$ cat config.mk
export PLATFORM = sky130hd
export DESIGN_NAME = thermostat_controller_flat
export DESIGN_NICKNAME = d
export VERILOG_FILES = /design/src/rtl/thermostat_controller_if.sv /design/src/rtl/thermostat_controller.sv /design/src/flat_wrapper.sv
export SDC_FILE = /design/constraint.sdc
export NUM_CORES = 1
export LEC_CHECK = 0
export BUFFER_PORTS_ARGS = -buffer_cell sky130_fd_sc_hd__buf_4
export CAP_MARGIN = 15
export CORE_MARGIN = 1.5
export CORE_UTILIZATION = 42
export CTS_BUF_LIST = sky130_fd_sc_hd__clkbuf_4 sky130_fd_sc_hd__clkbuf_8
export CTS_CLUSTER_DIAMETER = 80
export DETAILED_ROUTE_END_ITERATION = 10
export PLACE_DENSITY = 0.56
export SYNTH_ARGS = -nofsm -noshare
export SYNTH_HDL_FRONTEND = slang
export SYNTH_SLANG_ARGS = --single-unit
$ cat constraint.sdc
create_clock -name clk -period 5.63 [get_ports clk]
set_input_delay 0.2815 -clock clk [delete_from_list [all_inputs] [get_ports clk]]
set_output_delay 0.2815 -clock clk [all_outputs]
set_load 0.05 [all_outputs]
$ cat src/rtl/thermostat_controller_if.sv
// Thermostat controller I/O bundle.
// Buttons, mode and temperature in; setpoint, enables and state out.
interface thermostat_controller_if;
  logic       btn_up;
  logic       btn_down;
  logic [1:0] mode;
  logic [7:0] current_temp;
  logic [7:0] set_temp;
  logic       heat_on;
  logic       cool_on;
  logic       fan_on;
  logic [1:0] state;

  modport master (
    output btn_up,
    output btn_down,
    output mode,
    output current_temp,
    input  set_temp,
    input  heat_on,
    input  cool_on,
    input  fan_on,
    input  state
  );

  modport slave (
    input  btn_up,
    input  btn_down,
    input  mode,
    input  current_temp,
    output set_temp,
    output heat_on,
    output cool_on,
    output fan_on,
    output state
  );
endinterface

$ cat src/rtl/thermostat_controller.sv
// Thermostat sequencing controller: setpoint buttons with auto-repeat,
// heat/cool/idle FSM with hysteresis, minimum run and lockout timers.
module thermostat_controller #(
  parameter int TICK_DIV     = 100000,
  parameter int TEMP_MIN     = 50,
  parameter int TEMP_MAX     = 90,
  parameter int TEMP_RESET   = 72,
  parameter int HYST         = 1,
  parameter int MIN_RUN      = 60000,
  parameter int MIN_OFF      = 30000,
  parameter int REPEAT_DELAY = 500,
  parameter int REPEAT_RATE  = 150
) (
  input logic                    clk,
  input logic                    reset,
  thermostat_controller_if.slave bus
);

  localparam int TW =
    (TICK_DIV > 1) ? $clog2(TICK_DIV) : 1;
  localparam int HOLD_MAX =
    (REPEAT_DELAY > REPEAT_RATE) ? REPEAT_DELAY : REPEAT_RATE;
  localparam int HW = $clog2(HOLD_MAX + 1);
  localparam int RUN_MAX =
    (MIN_RUN > MIN_OFF) ? MIN_RUN : MIN_OFF;
  localparam int RW = $clog2(RUN_MAX + 1);

  localparam logic [TW-1:0] TICK_LAST  = TW'(TICK_DIV - 1);
  localparam logic [HW-1:0] DELAY_LAST = HW'(REPEAT_DELAY - 1);
  localparam logic [HW-1:0] RATE_LAST  = HW'(REPEAT_RATE - 1);
  localparam logic [RW-1:0] RUN_LIM    = RW'(MIN_RUN);
  localparam logic [RW-1:0] OFF_LIM    = RW'(MIN_OFF);
  localparam logic [RW-1:0] RUN_SAT    = {RW{1'b1}};

  localparam logic [7:0] T_MIN = 8'(TEMP_MIN);
  localparam logic [7:0] T_MAX = 8'(TEMP_MAX);
  localparam logic [7:0] T_RST = 8'(TEMP_RESET);

  localparam logic signed [9:0] HYST_S = 10'(HYST);

  localparam logic [1:0] M_OFF  = 2'd0;
  localparam logic [1:0] M_HEAT = 2'd1;
  localparam logic [1:0] M_COOL = 2'd2;
  localparam logic [1:0] M_AUTO = 2'd3;

  typedef enum logic [1:0] {
    IDLE    = 2'd0,
    HEATING = 2'd1,
    COOLING = 2'd2,
    LOCKOUT = 2'd3
  } state_t;

  logic [TW-1:0] div_q;
  logic          tick;

  logic [2:0]    up_sh;
  logic [2:0]    dn_sh;
  logic          up_s;
  logic          up_p;
  logic          dn_s;
  logic          dn_p;
  logic          one_held;
  logic          press;

  logic [HW-1:0] hold_q;
  logic          rep_q;
  logic [HW-1:0] hold_lim;
  logic          hold_fire;
  logic          step_up;
  logic          step_dn;

  logic [7:0]    sp_q;

  logic signed [9:0] cur_s;
  logic signed [9:0] set_s;
  logic          cold;
  logic          hot;
  logic          at_or_above;
  logic          at_or_below;
  logic          heat_ok;
  logic          cool_ok;
  logic          mode_off;
  logic          mode_heat;
  logic          mode_cool;

  state_t        state_q;
  logic [RW-1:0] run_q;
  logic          run_done;
  logic          off_done;
  logic          heat_q;
  logic          cool_q;
  logic          fan_q;

  // Free-running tick divider, one-cycle pulse at the top count
  always_ff @(posedge clk or posedge reset) begin
    if (reset) begin
      div_q <= '0;
    end else if (tick) begin
      div_q <= '0;
    end else begin
      div_q <= div_q + TW'(1);
    end
  end

  assign tick = (div_q == TICK_LAST);

  // Two-flop synchronizers plus a previous-value flop for edges
  always_ff @(posedge clk or posedge reset) begin
    if (reset) begin
      up_sh <= '0;
      dn_sh <= '0;
    end else begin
      up_sh <= {up_sh[1:0], bus.btn_up};
      dn_sh <= {dn_sh[1:0], bus.btn_down};
    end
  end

  assign up_s = up_sh[1];
  assign up_p = up_sh[2];
  assign dn_s = dn_sh[1];
  assign dn_p = dn_sh[2];

  // Exactly one button held; both held counts as no press
  assign one_held = up_s ^ dn_s;
  assign press    = (up_s & ~up_p) | (dn_s & ~dn_p);
  assign hold_lim = rep_q ? RATE_LAST : DELAY_LAST;

  assign hold_fire = one_held & ~press & tick &
                     (hold_q == hold_lim);

  // Hold timer: initial delay, then periodic repeat
  always_ff @(posedge clk or posedge reset) begin
    if (reset) begin
      hold_q <= '0;
      rep_q  <= 1'b0;
    end else if (!one_held || press) begin
      hold_q <= '0;
      rep_q  <= 1'b0;
    end else if (hold_fire) begin
      hold_q <= '0;
      rep_q  <= 1'b1;
    end else if (tick) begin
      hold_q <= hold_q + HW'(1);
    end
  end

  assign step_up = up_s & ~dn_s & (~up_p | hold_fire);
  assign step_dn = dn_s & ~up_s & (~dn_p | hold_fire);

  // Setpoint register, saturating at the legal range ends
  always_ff @(posedge clk or posedge reset) begin
    if (reset) begin
      sp_q <= T_RST;
    end else if (step_up && sp_q < T_MAX) begin
      sp_q <= sp_q + 8'd1;
    end else if (step_dn && sp_q > T_MIN) begin
      sp_q <= sp_q - 8'd1;
    end
  end

  // Widened signed compare so set_temp +/- HYST never wraps
  assign cur_s = signed'({2'b00, bus.current_temp});
  assign set_s = signed'({2'b00, sp_q});
  assign cold  = (cur_s <= set_s - HYST_S);
  assign hot   = (cur_s >= set_s + HYST_S);

  assign at_or_above = (bus.current_temp >= sp_q);
  assign at_or_below = (bus.current_temp <= sp_q);

  assign mode_off  = (bus.mode == M_OFF);
  assign mode_heat = (bus.mode == M_HEAT);
  assign mode_cool = (bus.mode == M_COOL);
  assign heat_ok   = mode_heat | (bus.mode == M_AUTO);
  assign cool_ok   = mode_cool | (bus.mode == M_AUTO);

  assign run_done = (run_q >= RUN_LIM);
  assign off_done = (run_q >= OFF_LIM);

  // Heat/cool/idle sequencing with run and lockout timers
  always_ff @(posedge clk or posedge reset) begin
    if (reset) begin
      state_q <= IDLE;
      run_q   <= '0;
      heat_q  <= 1'b0;
      cool_q  <= 1'b0;
      fan_q   <= 1'b0;
    end else begin
      if (tick && run_q != RUN_SAT) begin
        run_q <= run_q + RW'(1);
      end
      unique case (state_q)
        IDLE: begin
          if (cold && heat_ok) begin
            state_q <= HEATING;
            run_q   <= '0;
            heat_q  <= 1'b1;
            fan_q   <= 1'b1;
          end else if (hot && cool_ok) begin
            state_q <= COOLING;
            run_q   <= '0;
            cool_q  <= 1'b1;
            fan_q   <= 1'b1;
          end
        end
        HEATING: begin
          if (mode_off ||
              (run_done && (at_or_above || mode_cool))) begin
            state_q <= LOCKOUT;
            run_q   <= '0;
            heat_q  <= 1'b0;
            fan_q   <= 1'b0;
          end
        end
        COOLING: begin
          if (mode_off ||
              (run_done && (at_or_below || mode_heat))) begin
            state_q <= LOCKOUT;
            run_q   <= '0;
            cool_q  <= 1'b0;
            fan_q   <= 1'b0;
          end
        end
        LOCKOUT: begin
          if (off_done) begin
            state_q <= IDLE;
            run_q   <= '0;
          end
        end
      endcase
    end
  end

  assign bus.set_temp = sp_q;
  assign bus.state    = state_q;
  assign bus.heat_on  = heat_q;
  assign bus.cool_on  = cool_q;
  assign bus.fan_on   = fan_q;

endmodule

$ cat src/flat_wrapper.sv
// flat-port wrapper written by rule: the top's interface ports become plain ports
module thermostat_controller_flat 
#(
  parameter int TICK_DIV     = 100000,
  parameter int TEMP_MIN     = 50,
  parameter int TEMP_MAX     = 90,
  parameter int TEMP_RESET   = 72,
  parameter int HYST         = 1,
  parameter int MIN_RUN      = 60000,
  parameter int MIN_OFF      = 30000,
  parameter int REPEAT_DELAY = 500,
  parameter int REPEAT_RATE  = 150
)
  (clk, reset, bus_btn_up, bus_btn_down, bus_mode, bus_current_temp, bus_set_temp, bus_heat_on, bus_cool_on, bus_fan_on, bus_state);
  thermostat_controller_if bus_i ();
  input logic clk;
  input logic reset;
  input wire logic [$bits(bus_i.btn_up)-1:0] bus_btn_up;
  input wire logic [$bits(bus_i.btn_down)-1:0] bus_btn_down;
  input wire logic [$bits(bus_i.mode)-1:0] bus_mode;
  input wire logic [$bits(bus_i.current_temp)-1:0] bus_current_temp;
  output wire logic [$bits(bus_i.set_temp)-1:0] bus_set_temp;
  output wire logic [$bits(bus_i.heat_on)-1:0] bus_heat_on;
  output wire logic [$bits(bus_i.cool_on)-1:0] bus_cool_on;
  output wire logic [$bits(bus_i.fan_on)-1:0] bus_fan_on;
  output wire logic [$bits(bus_i.state)-1:0] bus_state;
  assign bus_i.btn_up = bus_btn_up;
  assign bus_i.btn_down = bus_btn_down;
  assign bus_i.mode = bus_mode;
  assign bus_i.current_temp = bus_current_temp;
  assign bus_set_temp = bus_i.set_temp;
  assign bus_heat_on = bus_i.heat_on;
  assign bus_cool_on = bus_i.cool_on;
  assign bus_fan_on = bus_i.fan_on;
  assign bus_state = bus_i.state;
  thermostat_controller #(.TICK_DIV(TICK_DIV), .TEMP_MIN(TEMP_MIN), .TEMP_MAX(TEMP_MAX), .TEMP_RESET(TEMP_RESET), .HYST(HYST), .MIN_RUN(MIN_RUN), .MIN_OFF(MIN_OFF), .REPEAT_DELAY(REPEAT_DELAY), .REPEAT_RATE(REPEAT_RATE)) u_core (.clk(clk), .reset(reset), .bus(bus_i));
endmodule
### After elaboration in Yosys (flattened, before gate mapping)

Index checks and enable logic that the tools add are counted.

* output and inout bits: 13
* memories: 0
* memory bits (read-only): 0
* bits in registers: 62
* latch bits: 0
* word-level logic and storage cells: 118
* input bits: 14
* bits in writable memories: 0

* divide/modulo/power cells: 0
* equality and inequality tests: 16
* order comparisons: 8
* reductions and logical operators: 25
* $mul: 0
* shift-type cells: 0
* add/sub/neg operators: 7
* mux-type cells: 31
* bitwise logic cells: 20

Operator list (number)
* $mux 16: 6
* $pmux 16 s4: 1
* $mux 9: 4
* $add 17x1->17 const B: 1
* $eq 17x17->1 const B: 1
* $mux 17: 1
* $add 16x1->16 const B: 1
* $ge 16x15->1 const B: 1
* $ge 16x16->1 const B: 1
* $mux 8: 2
* $ne 16x16->1 const B: 1
* $reduce_and 4->1: 3
* $ge 9x10->1: 1
* $le 9x10->1: 1
* $mux 2: 5
* $ne 2x1->1 const B: 5
* $add 8x1->9 const B: 1
* $add 9x1->9 const B: 1
* $and 1x1->1: 9
* $eq 9x9->1: 1
* $sub 8x1->9 const B: 1
* $add 8x1->8 const B: 1
* $eq 2x2->1 const B: 4
* $ge 8x8->1: 1
* other kinds (21): 53

### Logic depth before layout (Yosys ltp)

Gate-level depths: netlist (run 1).

* depth in word-level cells: 12
* mapped depth: 14
* mapped depth without buffers: 14

### Least setup slack after synthesis (run 1)

OpenSTA, ideal clock, no wires.

* path kind: register to register
* start: register u_core.sp_q[6] (netlist: u_core.bus.set_temp[6])
* end: register u_core.sp_q[7] (netlist: u_core.bus.set_temp[7])
* stages on the path, launching flop included: 14
* data required time: 5.539 ns
* clock period less this slack: 3.374 ns
* setup time: 0.091 ns
* arrival time: 3.284 ns
* path buffers: 1
* slack: 2.256 ns
* cells stage by stage: dfstp_2 -> clkbuf_1 -> inv_1 -> o2111ai_1 -> nor4_1 -> o2bb2ai_1 -> inv_1 -> ha_1 -> a21o_1 -> a21oi_1 -> o21ai_0 -> o41a_1 -> a2111o_1 -> o2111ai_1

* word-level cells in the longest chain between the ends: 3
* elaborated cells on any way between the ends: 9
* classes of those cells: add/sub (2); order compare (2); mux (2); reduce/logical (3)

Ends and longest elaborated chain
* start: declaration: line thermostat_controller.sv:72 `logic [7:0] sp_q;`
* start signal: assignment: line thermostat_controller.sv:155 `sp_q <= sp_q + 8'd1;`
* start signal: assignment: line thermostat_controller.sv:157 `sp_q <= sp_q - 8'd1;`
* $sub 8x1->8, or another cell as far along: line thermostat_controller.sv:157
* $mux 8, or another cell as far along: line thermostat_controller.sv:156 `end else if (step_dn && sp_q > T_MIN) begin`
* $mux 8 / $reduce_bool 2->1 (equally long branches)

Several ways; a longest one is shown, not always the timed one. The select of a mux whose other input is x is not followed.
A chain may end at the register's enable or synchronous reset.

### Final worst setup path (run 1)

* start: register u_core.div_q[0]
* end: register u_core.sp_q[7] (netlist: u_core.bus.set_temp[7])

* word-level cells in the longest chain between the ends: 7
* elaborated cells on any way between the ends: 11
* classes of those cells: eq/ne (1); mux (1); bitwise (6); reduce/logical (3)

Ends and longest elaborated chain
* start: declaration: line thermostat_controller.sv:53 `logic [TW-1:0] div_q;`
* start signal: assignment: line thermostat_controller.sv:101 `div_q <= div_q + TW'(1);`
* $eq 17x17->1 (*): line thermostat_controller.sv:105 `assign tick = (div_q == TICK_LAST);`
* $and 1x1->1 (*) (2 in series): line thermostat_controller.sv:128 `assign hold_fire = one_held & ~press & tick &`
* $or 1x1->1, on equally long branches: line thermostat_controller.sv:147, thermostat_controller.sv:148
* $and 1x1->1, on equally long branches: line thermostat_controller.sv:147, thermostat_controller.sv:148
* $logic_and 1x1->1, on equally long branches: line thermostat_controller.sv:154, thermostat_controller.sv:156
* $mux 8 / $reduce_bool 2->1 (equally long branches)

Mark *: on every way between the ends. The rest lies on a longest branch, timed or not.

==> metrics, run 1 <==
outcome=finished clean; final WL=8865 um; Max Slew Vio Count=0; First DRT Iteration DRCs=136; IO buf count=26; first-pass GRT wire length=15480 um; Post-CTS Hold Buffers=0; ys flop type=dfrtp_1; vias post-DR=3294; largest net degree at the start of global routing=63; most frequent cells after synthesis=60 x dfrtp_1, 44 x ha_1, 37 x xnor2_1; hold depth=1; endpoint type of the worst setup path=flip-flop; num rows=36; post-route ant nets=0; cts bufs inserted=9; Max Clock Skew=0.004999 ns; f_max=269.9 MHz; layout cells sized above 1=0.1201; Crit path depth=14; Max-slew headroom=0.4650; static leakage=2.072 nW; n_diodes=0; post-synthesis cell count=447; R2R depth=14; slew at the pin closest to its max-slew limit=0.8025 ns; worst-path cell chain=ha_1, and4_1, and4_1, buf_4, a21boi_0, o2bb2ai_1, inv_1, ha_1, a21o_1, a21oi_1, o21ai_0, o41a_1, a2111o_1, o2111ai_1; final-report setup violation count=0; worst endpoint required time=5.88 ns; cell area after synthesis=0.004300 sq mm; #FFs+latches synth=62; CP top delay family=compound AO/OA/AOI/OAI gates; Yosys top cell area share=0.3491; Die X=104.2 um; top-count cell post-synth=dfrtp_1; clk sink count=62; Worst Path Arrival=3.95 ns; final worst path period share=0.6581; Ys Warns=0; post-CTS setup buffer count=0; leading post-synthesis cells by cell area=dfrtp_1 35%, ha_1 13%, xnor2_1 7.5%; Yosys cell types=64; Core Area=0.009864 sq mm; initial antenna violation count=0; RSZ-0062 raised after global routing=false; Area growth syn-to-layout=13.06%; Min Clock Period, post-route=3.705 ns; cell taking the most area after synthesis=dfrtp_1; Clock Tree Root=clkbuf_8; clock buffer depth=2; syn avg cell area=9.621 sq um; Tightest Hold Check Type=input port to flip-flop; utilization after layout=0.4929; Final nets=538; syn_nets=506; Worst VDD drop=0.2654 mV; vias per inst=5.347; CTS tree=built; IO Pins=27; H-tree lvl count=3; DRC viols=0; Slowest cell on crit path=dfrtp_1; die height=104.2 um; GRT Total Usage=0.1748; Post-CTS Resized=0; Max-Cap Viols=0; Initial Util=0.4359; Async SR Flop Fraction=1.000; crit start category=flip-flop; wire per inst=14.39 um; vias in the first global route=3226; Skew-Pair Late Insertion Delay=0.33 ns; power per cell area=442.0 mW/mm^2; gpl congestion=0.7983; die area=0.01085 sq mm; Post-synth EDFFs=0; setup TNS=0 ns; clock slew at reported path FFs=0.07 ns; DP HPWL=6498 um; CP bufs+invs=2; router iterations before antenna repair=4; GR Overflow Total=0; final hold vios=0; kind of critical path=flip-flop to flip-flop; Critical Path Max Stage Delay=0.39 ns; sequential share of the synthesized area=0.3614; worst-path maximum fanout=17
-- worst paths after layout --
check	slack [ns]	end	start
worst max-delay path	1.93	u_core.bus.set_temp[7]	u_core.div_q[0]
worst min-delay path	0.05	u_core.up_sh[0]	bus_btn_up
worst max register to register	1.93	u_core.bus.set_temp[7]	u_core.div_q[0]
worst min register to register	0.37	u_core.up_sh[1]	u_core.up_sh[0]
max in group asynchronous	4.92	u_core.run_q[13]	reset
min in group asynchronous	0.18	u_core.run_q[3]	reset
-- sequential cells by signal, indices dropped and copies added (netlist names) --
name and cells:
u_core.rep_q 1, u_core.bus.heat_on 1, u_core.div_q 17, u_core.bus.fan_on 1, u_core.run_q 16, u_core.dn_sh 3
u_core.bus.cool_on 1, u_core.bus.set_temp 8, u_core.hold_q 9, u_core.bus.state 2, u_core.up_sh 3
-- cell families after synthesis --
family / count (synthesis) / synth area share
buffers and inverters: 36 / 0.03142
AND/OR/NAND/NOR: 152 / 0.1897
adder cells (fa/ha/maj): 45 / 0.1327
XOR/XNOR: 54 / 0.1100
multiplexers: 13 / 0.03346
AO/OA/AOI/OAI: 85 / 0.1414
flip-flops: 62 / 0.3614
-- where the power goes --
group | total, W | internal (W) | leakage (nW) | switching, W
logic | 0.00114 | 0.000460 | 1.17 | 0.000677
registers | 0.000601 | 0.000502 | 0.801 | 0.0000993
clock network | 0.000411 | 0.000238 | 0.104 | 0.000173
total | 0.00215 | 0.00120 | 2.07 | 0.000950
-- metal layers --
| metal | wire [um] | vias up | GRT usage |
|---|---|---|---|
| met4 | 68 | 0 | 0.04167 |
| met5 | 0 | - | 0 |
| met1 | 4489 | 1567 | 0.2479 |
| met3 | 285 | 5 | 0.03446 |
| li1 | - | 1678 | - |
| met2 | 4022 | 44 | 0.2748 |
-- placed cells by master (no fill, tap or decap), drive strengths merged, types with 8 or more instances in the layout --
cell type	count
inv	27
nand2	30
nand4	13
xnor2	37
nor2	36
o21ai	10
and4	10
nor3	9
nand3	22
ha	44
xor2	17
a21oi	26
clkbuf	12
dfrtp	60
mux2i	8
buf	29
-- stage by stage --
| stage | std cells | setup slack (ns) | instance area, sq um | total power, W | hold slack (ns) |
|---|---|---|---|---|---|
| final | 616 | 1.925 | 4862 | 0.002149 | 0.04742 |
| after global routing | 616 | 1.570 | 4862 | 0.002332 | 0.02520 |
| after CTS | 615 | 1.938 | 4855 | 0.002163 | 0.02652 |
| after detailed placement | 600 | 1.962 | 4647 | 0.001740 | 0.3555 |
| after global placement | 600 | 2.081 | 4647 | 0.001722 | 0.3534 |
| after floorplan | 447 | 2.256 | 4300 | 0.001458 | 0.3129 |
-- final cells by class --
cell class	count	area (sq um)
Timing Repair Buffer	29	217.7
Fill cell	942	5002
Inverter	28	105.1
Multi-Input combinational cell	349	2611
Tap cell	133	166.4
Clock inverter	3	42.54
Clock buffer	12	165.2
Sequential cell	62	1554
No activity file was read; power rests on OpenSTA's default activity.
==> inputs of run 2 (changes only) <==
--- a/config.mk
+++ b/config.mk
@@ -12,7 +12,7 @@
 export CTS_BUF_LIST = sky130_fd_sc_hd__clkbuf_4 sky130_fd_sc_hd__clkbuf_8
 export CTS_CLUSTER_DIAMETER = 80
 export DETAILED_ROUTE_END_ITERATION = 10
-export PLACE_DENSITY = 0.56
+export PLACE_DENSITY = 0.58
 export SYNTH_ARGS = -nofsm -noshare
 export SYNTH_HDL_FRONTEND = slang
 export SYNTH_SLANG_ARGS = --single-unit
==> constraint.sdc (replaced) <==
create_clock -name clk -period 3.1 [get_ports clk]
set_input_delay 0.155 -clock clk [delete_from_list [all_inputs] [get_ports clk]]
set_output_delay 0.155 -clock clk [all_outputs]
set_load 0.05 [all_outputs]
==> metrics, run 2 (same netlist as run 1, synthesis figures left out) <==
vias in the first global route=3422; Core Area=0.009864 sq mm; worst endpoint required time=3.35 ns; Skew-Pair Late Insertion Delay=0.34 ns; highest-count cells in the layout ignoring fill and taps=67 x buf_4, 57 x dfrtp_1, 40 x ha_1, 37 x xnor2_1, 36 x nor2_1; Switch Pwr=0.001843 W; post-route ant nets=0; DRC viols=0; largest net degree at the start of global routing=33; outcome=finished clean; CTS tree=built; endpoint type of the worst setup path=flip-flop; placed cell area=0.004951 sq mm; f_max=325.9 MHz; Worst Path Arrival=3.32 ns; worst-path maximum fanout=5; RSZ-0062 raised after global routing=true; Area growth syn-to-layout=22.20%; wire per inst=14.58 um; Worst R2R Start=u_core.hold_q[6]; flop-to-flop setup slack=0.03 ns; setup TNS=0 ns; num rows=36; cts bufs inserted=9; placed cell count=637; first-pass GRT wire length=16120 um; max FFs per register=17; gpl congestion=0.8219; combinational power share=0.602; final-report setup violation count=0; static leakage=2.271 nW; Initial Util=0.4359; Max-Cap Viols=0; die area=0.01085 sq mm; GRT Total Usage=0.1858; crit start category=flip-flop; Max Slew Vio Count=0; DP HPWL=7163 um; Int Pwr=0.002347 W; Top Registers=u_core.div_q: 17 flops, u_core.run_q: 16 flops, u_core.hold_q: 9 flops; Flop pwr share=0.249; GR Overflow Total=0; Die X=104.2 um; router iterations before antenna repair=4; layout cells sized above 1=0.2252; post-route cell area=0.005255 sq mm; die height=104.2 um; kind of critical path=flip-flop to flip-flop; Clock power frac=0.150; Reg with most FFs=u_core.div_q; vias per inst=5.300; IO Pins=27; clock slew at reported path FFs=0.07 ns; final WL=9582 um; sw frac=0.4399; initial antenna violation count=0; First DRT Iteration DRCs=158; commonest non-fill, non-tap cell in the layout=buf_4; clk sink count=62; power per cell area=797.3 mW/mm^2; clock buffer depth=2; hold depth=3; final worst path period share=0.9899; Max-slew headroom=0.5484; IO buf count=26; Worst VDD drop=0.5918 mV; vias post-DR=3482; R2R depth=12; Post-Layout Cell Count=657; Tightest Hold Check Type=input port to flip-flop; Clock Tree Root=clkbuf_8; slew at the pin closest to its max-slew limit=0.6764 ns; Min Clock Period, post-route=3.069 ns; final hold vios=0; hold path start=bus_mode[0]; r2r endpoint=u_core.bus.set_temp[7]; n_diodes=0; hold endpoint=u_core.bus.heat_on; Max Clock Skew=0.01031 ns; Final nets=579; H-tree lvl count=3
-- run 2: cell types whose count changed in the layout (fill, tap and decap cells not counted), sizes merged --
| cell | before | now |
|---|---|---|
| buf | 29 | 67 |
| bufinv | 1 | 0 |
| clkbuf | 12 | 13 |
| clkinv | 2 | 3 |
| clkinvlp | 1 | 0 |
| dlygate4sd3 | 0 | 3 |
-- run 2: final cells by class --
class,instances,area (sq um)
multi-input cells,349,2723
well taps,133,166.4
clock buffers,13,160.2
repair buffers,70,533.0
fillers,891,4609
flip-flops and latches,62,1558
inverters,28,105.1
clock inverters,2,10.01
-- run 2: repair_timing --
action / CTS / global route
pin swaps: 2 / 3
setup endpoints to repair: 2 / 21
gates resized for setup: 3 / 13
hold endpoints to repair: 32 / 0
setup buffers: 0 / 2
hold buffers: 3 / 0
-- run 2: critical path: stages, from the launching register on --
cell and delay, ns:
dfrtp_1 0.37, or4b_1 0.51, or3_4 0.40, a21boi_2 0.14, o2bb2ai_2 0.13, inv_2 0.09
ha_4 0.21, a21o_1 0.18, a21oi_2 0.16, o21ai_2 0.08, o41a_1 0.33, a2111o_1 0.31
o2111ai_2 0.08
-- run 2: power groups by stage --
stage | Combinational [W] | Clock [W] | Sequential (W)
after detailed placement | 0.00240 | 0 | 0.00105
final | 0.00252 | 0.000627 | 0.00104
after global placement | 0.00235 | 0 | 0.00105
after global routing | 0.00278 | 0.000702 | 0.00106
after floorplan | 0.00134 | 0 | 0.00134
after CTS | 0.00242 | 0.000659 | 0.00103
-- run 2: worst max path at each step --
stage                           startpoint                endpoint
after detailed placement  u_core.hold_q[6]  u_core.bus.set_temp[7]
after floorplan           u_core.hold_q[6]  u_core.bus.set_temp[7]
final                     u_core.hold_q[6]  u_core.bus.set_temp[7]
after global routing      u_core.hold_q[6]  u_core.bus.set_temp[6]
after CTS                 u_core.hold_q[6]  u_core.bus.set_temp[7]
after global placement    u_core.hold_q[6]  u_core.bus.set_temp[7]
-- run 2: stage by stage --
stage	worst slack, ns	utilization	hold WS [ns]	power, W
finish	0.03143	0.5327	0.2384	0.004190
global route	-0.09936	0.5327	0.2367	0.004540
CTS	0.004103	0.5235	0.2169	0.004111
detailed placement	-0.06572	0.5019	0.2671	0.003444
global placement	-0.01414	0.5019	0.2649	0.003397
floorplan	-0.04465	-	0.1864	0.002674
-- run 2: per-layer routing --
layer / track usage / up-vias / share of wire
met5: 0 / - / 0
met4: 0.05655 / 0 / 0.0096
met3: 0.03947 / 7 / 0.021
met2: 0.3023 / 42 / 0.49
met1: 0.2479 / 1674 / 0.48
li1: - / 1759 / -
